`config.mk`:
```
export PLATFORM = sky130hd
export DESIGN_NAME = spi_video_ram
export DESIGN_NICKNAME = d
export VERILOG_FILES = /design/src/rtl/spi_video_ram.sv
export SDC_FILE = /design/constraint.sdc
export NUM_CORES = 1
export LEC_CHECK = 0
export BUFFER_PORTS_ARGS = -buffer_cell sky130_fd_sc_hd__buf_2
export CORE_ASPECT_RATIO = 1.75
export CORE_MARGIN = 1.5
export CORE_UTILIZATION = 54
export CTS_CLUSTER_SIZE = 24
export DETAILED_ROUTE_END_ITERATION = 10
export PLACE_DENSITY = 0.78
export REMOVE_ABC_BUFFERS = 1
export SYNTH_ARGS = -nofsm -noshare
export SYNTH_HDL_FRONTEND = slang
export SYNTH_SLANG_ARGS = --single-unit
```
`constraint.sdc`:
```
create_clock -name clk -period 2.18 [get_ports clk]
set_input_delay 0.545 -clock clk [delete_from_list [all_inputs] [get_ports clk]]
set_output_delay 0.545 -clock clk [all_outputs]
set_load 0.005 [all_outputs]
```
`src/rtl/spi_video_ram.sv`:
```
// rtl/spi_video_ram.sv - quad-SPI SRAM frame-buffer line fetcher driving a 1-bit pixel stream
module spi_video_ram #(
    parameter int HACK_SCREEN_WIDTH  = 512,
    parameter int HACK_SCREEN_HEIGHT = 256,
    parameter int SCK_DIV            = 4
) (
    input  logic       clk,
    input  logic       reset,
    output logic       initialized,
    input  logic       display_trigger_read,
    input  logic       display_active,
    input  logic [9:0] display_hpos,
    input  logic [9:0] display_vpos,
    output logic       pixel_out,
    output logic       sram_cs_n,
    output logic       sram_sck,
    output logic       sram_sio_oe,
    input  logic       sram_sio0_i,
    input  logic       sram_sio1_i,
    input  logic       sram_sio2_i,
    input  logic       sram_sio3_i,
    output logic       sram_sio0_o,
    output logic       sram_sio1_o,
    output logic       sram_sio2_o,
    output logic       sram_sio3_o
);
    localparam int CMD_CYC    = 8 * SCK_DIV;
    localparam int GAP_CYC    = 4;
    localparam int DUMMY_CYC  = 2 * SCK_DIV;
    localparam int DATA_CYC   = (HACK_SCREEN_WIDTH / 4) * SCK_DIV;
    localparam int RD_CYC     = CMD_CYC + DUMMY_CYC + DATA_CYC;
    localparam int CW         = $clog2(RD_CYC + 1);
    localparam int ADDR_SHIFT = $clog2(HACK_SCREEN_WIDTH / 8);

    localparam logic [CW-1:0] CMD_LAST   = CW'(CMD_CYC - 1);
    localparam logic [CW-1:0] GAP_LAST   = CW'(CMD_CYC + GAP_CYC - 1);
    localparam logic [CW-1:0] DUMMY_LAST = CW'(CMD_CYC + DUMMY_CYC - 1);
    localparam logic [CW-1:0] DATA_BASE  = CW'(CMD_CYC + DUMMY_CYC);
    localparam logic [CW-1:0] RD_LAST    = CW'(RD_CYC - 1);
    localparam logic [CW-1:0] DIV_W      = CW'(SCK_DIV);
    localparam logic [CW-1:0] HALF_W     = CW'(SCK_DIV / 2);
    localparam logic [9:0]    HEIGHT_L   = 10'(HACK_SCREEN_HEIGHT);
    localparam logic [9:0]    WIDTH_L    = 10'(HACK_SCREEN_WIDTH);
    localparam logic [9:0]    LAST_VPOS  = 10'd524;
    localparam logic [7:0]    EQIO_CMD   = 8'h38;
    localparam logic [7:0]    READ_CMD   = 8'h03;

    typedef enum logic [2:0] {
        INIT_CMD,
        INIT_GAP,
        IDLE,
        RD_CMD,
        RD_DUMMY,
        RD_DATA
    } state_t;

    state_t        state;
    state_t        state_nxt;
    logic [CW-1:0] cnt;
    logic [CW-1:0] cnt_nxt;
    logic          live;
    logic          init_nxt;
    logic [9:0]    line_q;
    logic [9:0]    line_nxt;
    logic [9:0]    target_line;
    logic          start;
    logic          vis;
    logic          sck_hi;
    logic          sample_now;
    logic [2:0]    slot;
    logic [23:0]   rd_addr;
    logic [31:0]   rd_word;
    logic [CW-1:0] data_off;
    logic [1:0]    data_slot;
    logic [3:0]    sio_in;
    logic [3:0]    pix_nib;
    logic          cs_n_c;
    logic          sck_c;
    logic          oe_c;
    logic [3:0]    sio_c;
    logic [3:0]    nib_mem [4];

    assign target_line = (display_vpos == LAST_VPOS) ? 10'd0 : display_vpos + 10'd1;
    assign start       = initialized && display_trigger_read && (target_line < HEIGHT_L);
    assign vis         = display_active && (display_vpos < HEIGHT_L) && initialized;

    // cnt is the cycle position inside the current init or read sequence
    assign sck_hi     = (cnt % DIV_W) >= HALF_W;
    assign sample_now = (state == RD_DATA) && ((cnt % DIV_W) == HALF_W);
    assign slot       = 3'(cnt / DIV_W);
    assign rd_addr    = 24'(line_q) << ADDR_SHIFT;
    assign rd_word    = {READ_CMD, rd_addr};
    assign data_off   = cnt - DATA_BASE;
    assign data_slot  = 2'(data_off / DIV_W);
    assign sio_in     = {sram_sio3_i, sram_sio2_i, sram_sio1_i, sram_sio0_i};

    // live holds the sequencer still until the first clock after reset release
    always_ff @(posedge clk or negedge reset) begin
        if (!reset) begin
            state       <= INIT_CMD;
            cnt         <= '0;
            live        <= 1'b0;
            initialized <= 1'b0;
            line_q      <= '0;
        end else begin
            state       <= state_nxt;
            cnt         <= cnt_nxt;
            live        <= 1'b1;
            initialized <= init_nxt;
            line_q      <= line_nxt;
        end
    end

    always_comb begin
        state_nxt = state;
        cnt_nxt   = cnt;
        init_nxt  = initialized;
        line_nxt  = line_q;
        if (live) begin
            case (state)
                INIT_CMD: begin
                    cnt_nxt = cnt + 1'b1;
                    if (cnt == CMD_LAST) state_nxt = INIT_GAP;
                end
                INIT_GAP: begin
                    if (cnt == GAP_LAST) begin
                        state_nxt = IDLE;
                        cnt_nxt   = '0;
                        init_nxt  = 1'b1;
                    end else begin
                        cnt_nxt = cnt + 1'b1;
                    end
                end
                IDLE: begin
                    if (start) begin
                        state_nxt = RD_CMD;
                        cnt_nxt   = '0;
                        line_nxt  = target_line;
                    end
                end
                RD_CMD: begin
                    cnt_nxt = cnt + 1'b1;
                    if (cnt == CMD_LAST) state_nxt = RD_DUMMY;
                end
                RD_DUMMY: begin
                    cnt_nxt = cnt + 1'b1;
                    if (cnt == DUMMY_LAST) state_nxt = RD_DATA;
                end
                RD_DATA: begin
                    if (cnt == RD_LAST) begin
                        state_nxt = IDLE;
                        cnt_nxt   = '0;
                    end else begin
                        cnt_nxt = cnt + 1'b1;
                    end
                end
                default: begin
                    state_nxt = IDLE;
                    cnt_nxt   = '0;
                end
            endcase
        end
    end

    always_comb begin
        cs_n_c = 1'b1;
        sck_c  = 1'b0;
        oe_c   = 1'b0;
        sio_c  = 4'b0000;
        if (live) begin
            case (state)
                INIT_CMD: begin
                    cs_n_c = 1'b0;
                    sck_c  = sck_hi;
                    oe_c   = 1'b1;
                    sio_c  = {2'b11, 1'b0, EQIO_CMD[3'd7 - slot]};
                end
                RD_CMD: begin
                    cs_n_c = 1'b0;
                    sck_c  = sck_hi;
                    oe_c   = 1'b1;
                    sio_c  = rd_word[5'd31 - {slot, 2'b00} -: 4];
                end
                RD_DUMMY, RD_DATA: begin
                    cs_n_c = 1'b0;
                    sck_c  = sck_hi;
                end
                default: begin
                    cs_n_c = 1'b1;
                end
            endcase
        end
    end

    // A 4-deep nibble ring is enough: nibble k is shown well before nibble k+4 lands
    always_ff @(posedge clk or negedge reset) begin
        if (!reset) begin
            for (int i = 0; i < 4; i++) nib_mem[i] <= 4'h0;
        end else if (live && sample_now) begin
            nib_mem[data_slot] <= sio_in;
        end
    end

    assign pix_nib   = nib_mem[display_hpos[3:2]];
    assign pixel_out = vis && (display_hpos < WIDTH_L) && pix_nib[~display_hpos[1:0]];

    assign sram_cs_n   = cs_n_c;
    assign sram_sck    = sck_c;
    assign sram_sio_oe = oe_c && !vis;
    assign sram_sio0_o = sio_c[0];
    assign sram_sio1_o = sio_c[1];
    assign sram_sio2_o = sio_c[2];
    assign sram_sio3_o = sio_c[3];
endmodule

```
==> flow_summary.html <==
<table>
<tr><th>Metric</th><th>Value</th></tr>
<tr><th colspan="2">Final layout</th></tr>
<tr><td>Non-Filler Cell Area, Final</td><td>3070 µm²</td></tr>
<tr><td>Count of antenna diodes in the layout</td><td>0</td></tr>
<tr><td>Number of nets at the end of the flow</td><td>~330</td></tr>
<tr><td>Layout area overhead</td><td>23.6%</td></tr>
<tr><td>Share of final-layout standard cells stronger than drive strength 1</td><td>around two fifths</td></tr>
<tr><th colspan="2">CTS</th></tr>
<tr><td>Count of clock tree sinks</td><td>41</td></tr>
<tr><td>Maximum buffer depth of the clock tree</td><td>2</td></tr>
<tr><td>CTS Root Buffer Type</td><td>sky130_fd_sc_hd__clkbuf_8</td></tr>
<tr><td>Clock latency on the worst-skew pair</td><td>~0.30 ns</td></tr>
<tr><td>Clock slew seen by the registers of the worst setup and hold paths</td><td>~0.080 ns</td></tr>
<tr><td>TritonCTS clock tree</td><td>done</td></tr>
<tr><td>Clock buffer count from CTS</td><td>5</td></tr>
<tr><td>H-tree levels</td><td>2</td></tr>
<tr><td>Post-cts hold buffer count</td><td>0</td></tr>
<tr><th colspan="2">Timing</th></tr>
<tr><td>Post-Route Setup TNS</td><td>-0.0530 ns</td></tr>
<tr><td>Fmax</td><td>about 450 MHz</td></tr>
<tr><td>Final setup fails</td><td>1</td></tr>
<tr><td>Max-slew violation total from the final report</td><td>0</td></tr>
<tr><td>Min Hold Slack</td><td>roughly 0.038 ns</td></tr>
<tr><td>Min Clock Period, post-route</td><td>roughly 2.2 ns</td></tr>
<tr><td>Hold Fails Final Rpt</td><td>0</td></tr>
<tr><td>RSZ-0062 raised after global routing</td><td>yes</td></tr>
<tr><td>Final worst setup slack</td><td>-0.0530 ns</td></tr>
<tr><td>Worst clock skew</td><td>about 0.011 ns</td></tr>
<tr><td>Final worst path period share</td><td>102%</td></tr>
<tr><th colspan="2">Run status</th></tr>
<tr><td>Violations in the final reports</td><td>negative setup slack</td></tr>
<tr><td>Run status</td><td>finished, violations left</td></tr>
<tr><th colspan="2">Placement</th></tr>
<tr><td>Count of port buffers added during placement</td><td>31</td></tr>
<tr><td>Final estimated routing congestion in global placement</td><td>roughly 0.81</td></tr>
<tr><td>Post-Place Cell Area</td><td>between 2000 and 3000 µm²</td></tr>
<tr><td>Half-perimeter wire length after placement</td><td>about 4.1 mm</td></tr>
<tr><th colspan="2">Synth</th></tr>
<tr><td>Share of flip-flops with an asynchronous set or reset after synthesis</td><td>100%</td></tr>
<tr><td>Sequential cell area fraction in the yosys report</td><td>between 40% and 50%</td></tr>
<tr><td>Cell types with the largest area share after synthesis</td><td>sky130_fd_sc_hd__dfrtp_1, sky130_fd_sc_hd__mux2_2, sky130_fd_sc_hd__mux4_2, sky130_fd_sc_hd__nor2_1, sky130_fd_sc_hd__a211o_1</td></tr>
<tr><td>Number of synthesized flops with an enable pin</td><td>0</td></tr>
<tr><td>Predominant post-synthesis flop cell</td><td>sky130_fd_sc_hd__dfrtp_1</td></tr>
<tr><td>Syn Inst Count</td><td>241</td></tr>
<tr><td>Area share of the largest cell type after synthesis</td><td>41.3%</td></tr>
<tr><td>Most instantiated cells after synthesis</td><td>sky130_fd_sc_hd__dfrtp_1, sky130_fd_sc_hd__mux2_2, sky130_fd_sc_hd__nor2_1</td></tr>
<tr><td>Average cell area after synthesis</td><td>slightly above 10 µm²</td></tr>
<tr><td>Yosys cell types</td><td>53</td></tr>
<tr><td>Synthesis-stage register bit count</td><td>41</td></tr>
<tr><td>Warnings, synthesis</td><td>0</td></tr>
<tr><td>Most repeated cell in the gate-level netlist after synthesis</td><td>sky130_fd_sc_hd__dfrtp_1</td></tr>
<tr><td>Area of the mapped netlist</td><td>2480 µm²</td></tr>
<tr><td>Top cell type by total area after synthesis</td><td>sky130_fd_sc_hd__dfrtp_1</td></tr>
<tr><th colspan="2">Detailed routing</th></tr>
<tr><td>Wire per inst</td><td>~16 µm</td></tr>
<tr><td>Average via count per standard cell</td><td>around 6</td></tr>
<tr><td>DRT iter0 DRCs</td><td>41</td></tr>
<tr><td>Final WL</td><td>~5.7 mm</td></tr>
<tr><td>DRT Pass-1 Iters</td><td>4</td></tr>
<tr><td>Residual DRC count</td><td>0</td></tr>
<tr><td>Number of vias in the routed layout</td><td>between 2k and 2.5k</td></tr>
<tr><td>Number of routed nets with antenna violations</td><td>0</td></tr>
<tr><th colspan="2">Pwr</th></tr>
<tr><td>Post-route total power</td><td>between 0.002 and 0.003 W</td></tr>
<tr><td>Leakage power summed over all cells</td><td>1.49 nW</td></tr>
<tr><td>Max IR drop VDD</td><td>~0.65 mV</td></tr>
<tr><td>Total power divided by cell area</td><td>about 840 nW/µm²</td></tr>
<tr><th colspan="2">Worst setup path</th></tr>
<tr><td>Buffering stage count on the worst path with inverters included</td><td>2</td></tr>
<tr><td>Ordered list of cells on the worst path</td><td>buf_8 &gt; mux4_2 &gt; nor2b_4 &gt; a211oi_2 &gt; a2111oi_1 &gt; buf_2</td></tr>
<tr><td>CP max stage cell</td><td>sky130_fd_sc_hd__mux4_2</td></tr>
<tr><td>Required time worst endpoint</td><td>1.63 ns</td></tr>
<tr><td>Crit path DAT</td><td>roughly 1.7 ns</td></tr>
<tr><td>Cell count along the critical path</td><td>6</td></tr>
<tr><td>CP peak stage delay</td><td>approximately 0.33 ns</td></tr>
<tr><td>Nature of the critical path startpoint</td><td>primary input</td></tr>
<tr><td>Depth of the worst register-to-register path</td><td>6</td></tr>
<tr><td>Worst-path fanout max</td><td>4</td></tr>
<tr><td>Critical setup path kind</td><td>in -&gt; out</td></tr>
<tr><td>CP top delay family</td><td>compound AO/OA/AOI/OAI gates</td></tr>
<tr><td>Crit. End Element</td><td>output pin</td></tr>
<tr><th colspan="2">Global routing</th></tr>
<tr><td>Via count of the first global-routing pass</td><td>around 2.1k</td></tr>
<tr><td>Global-route usage over all layers</td><td>between 20% and 30%</td></tr>
<tr><td>Overall overflow remaining after global route</td><td>0</td></tr>
<tr><td>Wire length of the first global-routing pass</td><td>9.29 mm</td></tr>
<tr><td>Number of antenna violations at the first check in global routing</td><td>0</td></tr>
<tr><td>Pin count of the biggest net entering global routing</td><td>40</td></tr>
<tr><th colspan="2">Floorplan</th></tr>
<tr><td>Overall die height</td><td>approximately 90 µm</td></tr>
<tr><td>Area of the placeable core</td><td>4400 µm²</td></tr>
<tr><td>Standard-cell row count</td><td>32</td></tr>
<tr><td>Starting density of the core</td><td>between 50 and 60%</td></tr>
<tr><td>Ports</td><td>37</td></tr>
<tr><td>Die Width</td><td>54.3 µm</td></tr>
<tr><td>Die area</td><td>5030 µm²</td></tr>
<tr><th colspan="2">Worst hold path</th></tr>
<tr><td>Worst Hold Class</td><td>in -&gt; async</td></tr>
<tr><th colspan="2">Job</th></tr>
<tr><td>Number of max-cap violations</td><td>0</td></tr>
</table>
flip-flops by register name (all words and copies together) (netlist names):
register	count
cnt	10
line_q	10
initialized	1
live	1
state	3
nib_mem	16
cells in the final DEF (no fill, tap or decap), drive strengths merged, types with 2 or more instances in the layout:
cell type  count
a21boi         2
mux2i          3
nand4          2
dfrtp         41
nand2b         4
nor3           2
ha             4
clkinv         2
nand2         13
xnor2          5
o21ai          7
or3            2
nor2          22
and2           5
a211o          8
and3          11
nor2b          8
a31oi          2
clkbuf         6
a211oi         2
inv            5
mux2          25
nand4b         3
nand3         14
a21oi          7
nand3b         2
o21a           2
mux4           4
buf           65
xor2           3
nor4bb         3
and4b          2
logic make-up (layout without fill, tap and decap cells):
family	Yosys count	count (layout)	synth area share [%]
AOI/OAI and AO/OA	39	39	11.6
xor gates and xnor gates	8	8	2.82
adders and majority gates	4	4	2.02
buffers and inverters	16	78	2.82
DFF	41	41	41.3
muxes	32	32	16.2
other	1	1	0.151
and+or+nand+nor	100	100	23.1
timing repair:
item / CTS / global route
setup buffers: 1 / 1
pin swaps: 2 / 0
gates resized for setup: 9 / 8
endpoints found under the hold margin: 0 / 0
setup endpoints to repair: 3 / 11
cloned: 0 / 0
cell type report:
type,instances,area [µm²]
multi-input combinational,184,1430
clock buffer,6,82.6
sequential,41,1030
timing repair buffer,65,437
inverter,5,18.8
clock inverter,2,13.8
fill,343,1340
tap,51,63.8
worst reg2reg max path, delay by kind of cell, from the launching register on:
kind / cells / cell delay, ns
simple gates: 3 / 0.66
fa+ha+maj: 1 / 0.20
compound gates: 2 / 0.74
flops: 1 / 0.36
per-layer routing:
metal	vias up	GRT usage (%)	routed length [µm]
met2	47	44.6	3160
li1	1009	-	-
met5	-	0	0
met1	1039	28.9	2180
met4	0	9.38	162
met3	12	4.84	172
power breakdown:
group          switching [W]  total (W)  internal, W
clock network       0.000264   0.000520     0.000256
logic               0.000542    0.00107     0.000531
registers           0.000105   0.000981     0.000876
path summary, 6_finish.rpt:
check | start | to | slack [ns]
worst max-delay path | display_hpos[2] | pixel_out | -0.05
worst min-delay path | reset | state[0] | 0.04
worst max register to register | cnt[0] | cnt[2] | 0.11
worst min register to register | line_q[9] | line_q[9] | 0.49
max in group asynchronous | reset | live | 1.72
min in group clk | line_q[9] | line_q[9] | 0.49
through the flow:
| stage | worst slack, ns | instances | util, % |
|---|---|---|---|
| detailed placement | -0.217 | 344 | 65.9 |
| floorplan | -0.0910 | 230 | - |
| CTS | -0.0252 | 353 | 68.9 |
| finish | -0.0530 | 354 | 69.7 |
| global placement | -0.180 | 344 | 65.9 |
| global route | -0.107 | 354 | 69.7 |
Note: power is estimated with default switching activity, not from simulation.
